$ cat src/rtl/puf_pkg.sv
// puf_pkg: shared types and default parameters for the PUF challenge scheduler
package puf_pkg;
  localparam int CHAL_W_DEF = 8;
  localparam int TIMEOUT_CYC_DEF = 1024;
  typedef enum logic [2:0] {IDLE, ARB, LAUNCH, WAIT, CAPTURE, HALT} sched_state_t;
endpackage

$ cat src/rtl/puf_rr_arb.sv
// puf_rr_arb: two-way round-robin arbiter; a tie goes to the requester not served last
module puf_rr_arb (
  input  logic       clk,
  input  logic       rst_n,
  input  logic [1:0] req_elig,
  input  logic       update,
  output logic [1:0] gnt
);
  logic last;
  always_comb gnt = (&req_elig) ? (last ? 2'b01 : 2'b10) : req_elig;
  // last=1 means PUF2 was served last, so PUF1 wins the first tie after reset
  always_ff @(posedge clk or negedge rst_n)
    if (!rst_n) last <= 1'b1;
    else if (update && |gnt) last <= gnt[1];
endmodule

$ cat src/rtl/puf_chal_sched.sv
// puf_chal_sched: schedules two PUFs onto one shared evaluator with per-PUF challenge counters.
// Optional WAIT timeout is enabled by defining PUF_TIMEOUT_EN.
module puf_chal_sched
  import puf_pkg::*;
#(
  parameter int CHAL_W = CHAL_W_DEF,
  parameter int TIMEOUT_CYC = TIMEOUT_CYC_DEF
) (
  input  logic              clk,
  input  logic              rst_n,
  input  logic              enable,
  input  logic              restart,
  input  logic [1:0]        req,
  output logic [1:0]        grant,
  output logic              eval_start,
  output logic              eval_sel,
  output logic [CHAL_W-1:0] eval_chal,
  input  logic              eval_done,
  input  logic              eval_resp,
  output logic              resp_valid,
  output logic              resp_sel,
  output logic [CHAL_W-1:0] resp_chal,
  output logic              resp_bit,
  output sched_state_t      ps,
  output logic              busy,
  output logic              all_done,
  output logic              timeout_err,
  output logic [CHAL_W-1:0] puf1_counter,
  output logic [CHAL_W-1:0] puf2_counter
);
  if (CHAL_W < 1 || TIMEOUT_CYC < 2) $error("puf_chal_sched: bad parameters");
  sched_state_t state, nxt;
  logic [CHAL_W-1:0] cnt1, cnt2, cur;
  logic [1:0] exh, exh_nx, elig, gnt;
  logic win, rbit, tmo;
  assign cur = win ? cnt2 : cnt1;
  assign exh_nx = exh | ({win, ~win} & {2{&cur}});
  assign elig = req & ~exh;
  puf_rr_arb u_arb (
    .clk(clk),
    .rst_n(rst_n),
    .req_elig(elig),
    .update(state == ARB && enable),
    .gnt(gnt)
  );
`ifdef PUF_TIMEOUT_EN
  localparam int TW = $clog2(TIMEOUT_CYC + 1);
  logic [TW-1:0] wcnt;
  logic tmo_r;
  assign tmo = state == WAIT && !eval_done && wcnt == TW'(TIMEOUT_CYC - 1);
  assign timeout_err = tmo_r;
  always_ff @(posedge clk or negedge rst_n)
    if (!rst_n) begin
      wcnt <= '0;
      tmo_r <= 1'b0;
    end else begin
      wcnt <= state == WAIT ? wcnt + 1'b1 : '0;
      if (state == HALT && restart) tmo_r <= 1'b0;
      else if (tmo) tmo_r <= 1'b1;
    end
`else
  assign tmo = 1'b0;
  assign timeout_err = 1'b0;
`endif
  always_ff @(posedge clk or negedge rst_n)
    if (!rst_n) state <= IDLE;
    else state <= nxt;
  always_comb begin
    nxt = state;
    case (state)
      IDLE:    nxt = enable ? ARB : IDLE;
      ARB:     nxt = !enable ? IDLE : (|gnt ? LAUNCH : ARB);
      LAUNCH:  nxt = WAIT;
      WAIT:    nxt = (eval_done || tmo) ? CAPTURE : WAIT;
      CAPTURE: nxt = &exh_nx ? HALT : ARB;
      HALT:    nxt = restart ? IDLE : HALT;
      default: nxt = IDLE;
    endcase
  end
  always_ff @(posedge clk or negedge rst_n)
    if (!rst_n) begin
      cnt1 <= '0;
      cnt2 <= '0;
      exh <= '0;
      win <= 1'b0;
      rbit <= 1'b0;
    end else begin
      if (state == ARB && enable && |gnt) win <= gnt[1];
      if (state == WAIT && eval_done) rbit <= eval_resp;
      else if (tmo) rbit <= 1'b0;
      // the served counter advances on leaving CAPTURE, so resp_chal still shows the evaluated challenge
      if (state == CAPTURE) begin
        if (win) cnt2 <= cnt2 + 1'b1;
        else cnt1 <= cnt1 + 1'b1;
        exh <= exh_nx;
      end else if (state == HALT && restart) begin
        cnt1 <= '0;
        cnt2 <= '0;
        exh <= '0;
      end
    end
  always_comb begin
    busy = state == LAUNCH || state == WAIT || state == CAPTURE;
    grant = busy ? (win ? 2'b10 : 2'b01) : 2'b00;
    eval_start = state == LAUNCH;
    eval_sel = eval_start & win;
    eval_chal = eval_start ? cur : '0;
    resp_valid = state == CAPTURE;
    resp_sel = resp_valid & win;
    resp_chal = resp_valid ? cur : '0;
    resp_bit = resp_valid & rbit;
    all_done = state == HALT;
    ps = state;
    puf1_counter = cnt1;
    puf2_counter = cnt2;
  end
endmodule
$ cat config.mk
export PLATFORM = sky130hd
export DESIGN_NAME = puf_chal_sched
export DESIGN_NICKNAME = d
export VERILOG_FILES = /design/src/rtl/puf_pkg.sv /design/src/rtl/puf_rr_arb.sv /design/src/rtl/puf_chal_sched.sv
export SDC_FILE = /design/constraint.sdc
export NUM_CORES = 1
export LEC_CHECK = 0
export CAP_MARGIN = 5
export CORE_UTILIZATION = 41
export CTS_CLUSTER_DIAMETER = 30
export DETAILED_ROUTE_END_ITERATION = 16
export MAX_ROUTING_LAYER = met4
export PLACE_DENSITY = 0.74
export SYNTH_ARGS = -nofsm -noshare
export SYNTH_HDL_FRONTEND = slang
export SYNTH_SLANG_ARGS = --single-unit
$ cat constraint.sdc
create_clock -name clk -period 1.5 [get_ports clk]
set_input_delay 0.3 -clock clk [delete_from_list [all_inputs] [get_ports clk]]
set_output_delay 0.3 -clock clk [all_outputs]
set_load 0.01 [all_outputs]
# --- Word-level counts from Yosys, hierarchy flattened ---
# Cells that the tools add are included.
totals:
  wordCells: 59
  out_inout_bits: 45
  inputBits: 8
  register_bits: 24
classes:
  eq_ne: 7
  bitwise_logic: 8
  add_sub_neg: 2
  n_mux: 21
  n_reduce_logical: 14
op_table:
  columns: ["op", "count"]
  rows:
  - ["two-way mux 8 bit", 8]
  - ["one-hot mux 3 bit (6 select lines)", 1]
  - ["adder 8 x 1 -> 8 bit (second input constant)", 2]
  - ["two-way mux 2 bit", 8]
  - ["two-way mux 3 bit", 3]
  - ["AND reduction 2 bit", 4]
  - ["AND reduction 8 bit", 1]
  - ["equality test 3 x 2 -> 1 bit (second input constant)", 2]
  - ["equality test 3 bit (second input constant)", 2]
  - ["bitwise AND 2 bit", 2]
  - ["logical AND 1 bit", 4]
  - ["bitwise AND 1 bit", 3]
  - ["equality test 3 x 1 -> 1 bit (second input constant)", 1]
  - ["zero test 3 bit", 1]
  - ["logical OR 1 bit", 2]
  - ["inequality test 2 x 1 -> 1 bit (second input constant)", 1]
  - ["inequality test 2 bit (second input constant)", 1]
  - ["NOT 2 bit", 1]
  - ["bitwise OR 2 bit", 1]
  - ["nonzero test 2 bit", 1]
  - ["OR reduction 2 bit", 1]
  - ["two-way mux 1 bit", 1]
  - ["NOT 1 bit", 1]

# --- Logic depth before layout (Yosys ltp) ---
# Gate-level depths: netlist of the first run.
logic_depth:
  ltp_word: 8
  ltp_mapped: 6
  depth_no_buf: 5

# --- Hierarchy ---
# Synthesis of the first run repeated with hierarchy kept, for this count alone.
unflattened:
  cells_unflattened: 176
  hier_area_um2: 1457.6
modules_own_cells:
  columns: ["module", "area_per_inst_um2", "seq_area_each_um2", "instances", "cells_each"]
  rows:
  - ["puf_chal_sched", 1401.3, 575.6, 1, 170]
  - ["puf_rr_arb", 56.3, 26.3, 1, 6]

# --- Least setup slack after synthesis of the first run ---
# No wires, ideal clock.
synth_timing:
  path_type: "reg-to-output"
  startpoint: "reg state[1] (netlist: ps[1])"
  endpoint: "out grant[0]"
  stages_incl_launch_ff: 6
  required_ns: 1.200
  t_arrival_ns: 1.359
  slack_ns: -0.159
  path_cell_list: "dfrtp_1 > buf_6 > or3b_4 > inv_2 > nor2_1 > nor2_1"
synth_between:
  elab_cells_between_ends: 6
synth_rtl:
  columns: ["element", "line_no", "source"]
  rows:
  - ["start: declaration", "puf_chal_sched.sv:32", "sched_state_t state, nxt;"]
  - ["start signal: assignment", "puf_chal_sched.sv:67", "else state <= nxt;"]
  - ["equality test 3 bit", null, null]
  - ["net resp_valid", "puf_chal_sched.sv:20", "output logic resp_valid,"]
  - ["logical OR 1 bit", "puf_chal_sched.sv:103", "busy = state == LAUNCH || state == WAIT || state == CAPTURE;"]
  - ["two-way mux 2 bit", "puf_chal_sched.sv:104", "grant = busy ? (win ? 2'b10 : 2'b01) : 2'b00;"]
  - ["end: declaration", "puf_chal_sched.sv:14", "output logic [1:0] grant,"]
# The timed path passes the listed nets, and every way through them passes these cells.

# --- Worst setup path in the final report of the first run ---
layout_timing:
  startpoint: "reg state[2] (netlist: ps[2])"
  endpoint: "out resp_chal[2]"
layout_between:
  elab_chain_len: 2
layout_lines:
  columns: ["element", "line_no", "source"]
  rows:
  - ["equality test 3 bit", "puf_chal_sched.sv:108", "resp_valid = state == CAPTURE;"]
  - ["two-way mux 8 bit", "puf_chal_sched.sv:110", "resp_chal = resp_valid ? cur : '0;"]
  - ["end: declaration", "puf_chal_sched.sv:22", "output logic [CHAL_W-1:0] resp_chal,"]
# Every way passes these cells.

==> results.cfg, run 1 <==
[outcome]
outcome = complete, but fails checks
violations = setup timing

[clock_network]
cts_buffer_depth = 2
cts_sinks = 24
cts-root-buf = clkbuf_8
cts_tree = built
numCtsBuffers = 3
htreeDepth = 1
cts_hold_buf = 0
clk_latency_ps = 290
clkTransAtPathRegs_ps = 100

[min_path]
hold_path_class = in -> async

[yosys]
syn-cell-area_mm2 = 0.00152
synth-seq-cells = 24
syn_avg_cell_area_um2 = 8.56
synth-edff-count = 0
yosysSeqAreaShare_pct = 39.7
yosysMostFrequentCell = nor2_1
synth_top_cell_area_share_pct = 38.0
yosys-top-cells-count = nor2_1 (37), dfrtp_1 (23), nand2_1 (16)
synth_area_leaders = dfrtp_1 (38%), nor2_1 (9.2%), mux2i_1 (7.3%)
syn_nets = 187
ys.flop_type = dfrtp_1
synth.distinct_cells = 42
netlist_instances = 177
yosys_warnings = 0
async_flop_share_pct = 100
yosysTopAreaCell = dfrtp_1

[worst_setup_path]
critPathCaptureType = primary output
rr_worst_depth = 8
reg2reg_from = ps[0]$_DFF_PN0_
worstPathMaxFanout = 7
critPathKind = reg -> out
reg2reg_to = puf1_counter[3]$_DFFE_PN0P_
critPathArrivalTime_ps = 1570
rrSetupSlack_ps = -310
crit_path_start_kind = flip-flop
worstPathRequired_ps = 1200

[global_routing]
globalRouteOverflowTotal = 0
antenna_found_initial = 0
grt_pass1_wl_um = 9630
grt_max_degree = 25
grt_pass1_vias = 1915
grt_usage_pct = 33.2

[floorplan]
start_util_pct = 44.0
coreArea_mm2 = 0.00344
die_h_um = 62.8
die_w_um = 62.8
rows = 21
io_pins = 53
die_area_mm2 = 0.00394

[routing]
drt_iter0_drc = 151
wl_met3_um = 507
viasPerCell = 5.99
wirelength_um = 7450
ant_nets = 0
wl_per_cell_um = 21.6
wl_met2_um = 3880
vias = 2065
highest_layer = met4
met1_length_um = 2490
drtPass1Iterations = 4
drc_errors = 0

[placement]
place_congestion = 0.892
post-place-ws_ps = -428
placedInstanceArea_mm2 = 0.00243
place_inst = 310
place_hpwl_um = 3710
port_buffers = 51

[layout]
fin_cells = 345
final_core_util_pct = 88.5
area_growth_pct = 101
drive_above_1_share_pct = 56.5
stdcell_area_mm2 = 0.00305
final_nets = 310
n_fill_cell = 162
n_antenna_cell = 0

[pwr]
pwr-share-seq_pct = 20.0
p_total_mw = 5.46
swShare_pct = 44.5
combinationalPowerShare_pct = 72.1
vdd_drop_max_mv = 1.17
clkPwrFrac_pct = 7.9
power_leakage_nw = 1.41
p_per_area_mw_per_mm2 = 1790
p_int_mw = 3.03
p_switching_mw = 2.43

[sta]
hold_violations = 0
finalClockSkew_ps = 14.8
fin_ws_ps = -366
slew_viol_final = 0
rsz0062_at_grt = yes
fin_crit_sh_pct = 124
max_freq_mhz = 536
min_period_ps = 1870
setup_viol = 42

[flow_run]
max_cap_viol_count = 0
## cells in the final DEF (no fill, tap or decap), types with 2 or more instances in the layout
cell type	n
inv_4	3
nand2_4	2
buf_12	4
clkdlybuf4s50_1	7
nor3_1	2
nand4_1	3
dlygate4sd2_1	16
o211ai_1	3
dfrtp_1	22
nor2_2	11
buf_6	33
and3_1	3
buf_4	51
o21ai_0	6
mux2i_1	3
buf_8	2
nand3_1	4
ha_1	2
nor2_1	15
nand2_1	14
nor2_4	12
clkbuf_8	3
and2_4	4
mux2i_4	7
o21ai_1	5
nor2b_4	2
clkbuf_2	2
and3b_2	2
nand2b_1	4
nand3_4	2
buf_2	11
a21oi_1	6
xor2_2	2
xor2_1	4
## layer usage
metal,vias up,GRT usage (%)
met4,0,19.5
met1,994,34.8
met2,158,58.7
met5,-,-
met3,58,5.11
li1,855,-
## through the flow
stage | TNS [ps] | hold slack [ps]
floorplan | -1140 | 4.41
global placement | -8960 | 491
detailed placement | -10390 | 491
CTS | -6300 | 396
global route | -11600 | 400
finish | -9790 | 366
## worst max path at each step
stage / to / start / cells after the start
floorplan: grant[0] / ps[1]$_DFF_PN0_ / 5
global placement: resp_chal[7] / ps[0]$_DFF_PN0_ / 4
detailed placement: eval_chal[6] / ps[2]$_DFF_PN0_ / 6
CTS: resp_chal[4] / ps[1]$_DFF_PN0_ / 4
global route: grant[1] / ps[0]$_DFF_PN0_ / 5
finish: resp_chal[2] / ps[2]$_DFF_PN0_ / 4
## area by class of cell
| class | instances | area [µm²] | share of cell area, % |
|---|---|---|---|
| timing repair buffer | 126 | 1140 | 37.4 |
| sequential | 24 | 603 | 19.8 |
| tap | 46 | 57.6 | 1.89 |
| clock buffer | 4 | 45.0 | 1.48 |
| inverter | 5 | 30.0 | 0.986 |
| multi-input combinational | 140 | 1170 | 38.4 |
## what timing repair did
item | 4_1_cts | 5_1_grt
pin swaps | 30 | 17
setup endpoints to repair | 56 | 49
gates cloned | 0 | 0
gates resized for setup | 182 | 65
buffers inserted | 24 | 11
## state kept, by name, indices dropped and copies added (netlist names)
| signal | cells |
|---|---|
| rbit | 1 |
| puf1_counter | 8 |
| win | 1 |
| ps | 3 |
| exh | 2 |
| puf2_counter | 8 |
| u_arb.last | 1 |
## power groups by stage
| stage | Sequential [mW] | Combinational [mW] | Clock, mW |
|---|---|---|---|
| floorplan | 1.19 | 1.03 | 0 |
| global placement | 1.04 | 2.47 | 0 |
| detailed placement | 1.05 | 2.55 | 0 |
| CTS | 1.03 | 3.11 | 0.412 |
| global route | 1.12 | 4.11 | 0.456 |
| finish | 1.09 | 3.93 | 0.430 |
## worst max-delay path: stages (launching register included)
cell and delay (ps):
dfrtp_1 420, or3b_4 460, buf_8 170, nor2_2 90, buf_2 150
## cells by family after synthesis
family          Yosys count  share of synthesized area, %
mux                      13                          8.75
flops                    24                          39.7
simple gates             89                          30.1
fa+ha+maj                 2                          1.65
buf+inv                  13                          4.54
xor+xnor                  6                          3.47
compound gates           29                          11.6
other cells               1                         0.247
Note: power is estimated with default switching activity, not from simulation.
==> run 2, diff against run 1 <==
- CORE_ASPECT_RATIO: default -> 0.7
- CORE_MARGIN: default -> 4
- CTS_BUF_LIST: default -> sky130_fd_sc_hd__clkbuf_4 sky130_fd_sc_hd__clkbuf_8 sky130_fd_sc_hd__clkbuf_16
==> run 2 against run 1 <==
Against the previous run:
- the flow still finishes with violations (setup timing)
- flip-flop and latch count is the same
- fmax decreased by 5.8%
- sequential share of layout area shrank 0.24 points
- global-route usage fell by 5.4 points
- first-iteration DRC count decreased by 12%
- critical endpoint is now ps[2]$_DFF_PN0_
==> results.cfg, run 2 (synthesized netlist as in run 1, its figures left out) <==
[global_routing]
antenna_found_initial = 0
grt_pass1_wl_um = 9640
globalRouteOverflowTotal = 0
grt_usage_pct = 27.8
grt_max_degree = 25
grt_pass1_vias = 1799

[worst_setup_path]
reg2reg_to = ps[2]$_DFF_PN0_
crit_path_start_kind = flip-flop
critPathKind = reg -> reg
critPathCaptureType = flip-flop
slowest_delay_ps = 440
worstPathMaxFanout = 6
rrSetupSlack_ps = -480
critPathArrivalTime_ps = 2170
crit_chain = or3b_4 -> buf_12 -> buf_8 -> buf_4 -> buf_6 -> nor4_4 -> a21oi_1 -> o22ai_1
rr_worst_depth = 8
reg2reg_from = ps[1]$_DFF_PN0_
cp_slowest_cell = or3b_4
worstPathRequired_ps = 1690

[sta]
hold_ws_ps = 380
setup_viol = 40
fin_ws_ps = -481
slew_viol_final = 0
fin_crit_sh_pct = 132
min_period_ps = 1980
rsz0062_at_grt = yes
finalClockSkew_ps = 17.2
max_freq_mhz = 505
hold_violations = 0

[pwr]
vdd_drop_max_mv = 1.17
p_total_mw = 5.47
power_leakage_nw = 1.43
p_per_area_mw_per_mm2 = 1770

[routing]
viasPerCell = 5.93
drc_errors = 0
drtPass1Iterations = 4
vias = 2110
ant_nets = 0
wl_per_cell_um = 22.0
wirelength_um = 7850
drt_iter0_drc = 133

[layout]
final_common_cell = buf_4
final_nets = 317
drive_above_1_share_pct = 56.5
final_cell_mix = buf_4 (57), buf_6 (36), dfrtp_1 (21)
final_core_util_pct = 87.4
n_antenna_cell = 0
area_growth_pct = 104

[clock_network]
htreeDepth = 1
clkTransAtPathRegs_ps = 100
cts_buffer_depth = 2
cts_tree = built
cts_sinks = 24
clk_latency_ps = 280
cts-root-buf = clkbuf_8
numCtsBuffers = 3

[floorplan]
io_pins = 53
die_h_um = 58.9
start_util_pct = 42.9
die_area_mm2 = 0.00475
die_w_um = 80.7
coreArea_mm2 = 0.00354
rows = 18

[min_path]
hold_path_class = in -> async

[outcome]
violations = setup timing
outcome = complete, but fails checks

[placement]
port_buffers = 51
place_hpwl_um = 3630
place_congestion = 0.865

[flow_run]
max_cap_viol_count = 0
-- run 2: cell types whose count changed in the layout (fill, tap and decap cells not counted), sizes merged --
cell / change
nand2: +1
buf: +6
clkbuf: -1
dlygate4sd2: +1
-- run 2: metrics by stage --
| stage | setup TNS [ps] | setup slack [ps] | instance area (µm²) | std cells |
|---|---|---|---|---|
| final | -11750 | -481 | 3090 | 356 |
| after global routing | -13420 | -519 | 3090 | 356 |
| after CTS | -7560 | -380 | 2770 | 344 |
| after detailed placement | -10400 | -440 | 2390 | 307 |
| after global placement | -9540 | -396 | 2390 | 307 |
| after floorplan | -1140 | -80.0 | 1570 | 177 |
-- run 2: what timing repair did --
action | CTS | global route
setup endpoints to repair | 52 | 51
pin swaps | 18 | 20
buffers inserted | 32 | 12
hold buffers | 0 | 0
resized for setup | 179 | 58
cloned | 1 | 0
-- run 2: per-layer routing --
metal / part of all wire, % / global-route usage, % / vias up
met4: 3.8 / 4.34 / 0
met2: 46 / 44.0 / 147
met5: 0 / - / -
met3: 9.5 / 5.66 / 37
met1: 41 / 37.8 / 1053
li1: - / - / 873
-- run 2: critical path, delay by kind of cell, from the launching register on --
family	cells	cell delay [ps]
compound gates	2	330
simple gates	2	600
flops	1	420
buf+inv	4	540
-- run 2: where the power goes --
part	switching, mW	total [mW]	internal [mW]	leakage, nW
Sequential	0.213	1.09	0.879	0.281
Combinational	2.00	3.94	1.94	1.12
Clock	0.227	0.436	0.209	0.0262
Total	2.44	5.47	3.02	1.43
-- run 2: layout make-up --
| class | count | area (µm²) |
|---|---|---|
| well taps | 50 | 62.6 |
| fillers | 160 | 447 |
| clock buffers | 4 | 48.8 |
| multi-input cells | 141 | 1160 |
| repair buffers | 132 | 1180 |
| flip-flops and latches | 24 | 604 |
| inverters | 5 | 32.5 |
-- run 2: worst max-delay path by stage --
| stage | slack, ps | from | endpoint |
|---|---|---|---|
| after CTS | -380 | ps[1]$_DFF_PN0_ | resp_chal[3] |
| after detailed placement | -440 | ps[2]$_DFF_PN0_ | eval_sel |
| after global routing | -520 | win$_DFFE_PN0P_ | resp_chal[6] |
| after global placement | -400 | ps[0]$_DFF_PN0_ | resp_chal[2] |
| final | -480 | ps[1]$_DFF_PN0_ | ps[2]$_DFF_PN0_ |
| after floorplan | -80 | ps[1]$_DFF_PN0_ | grant[0] |
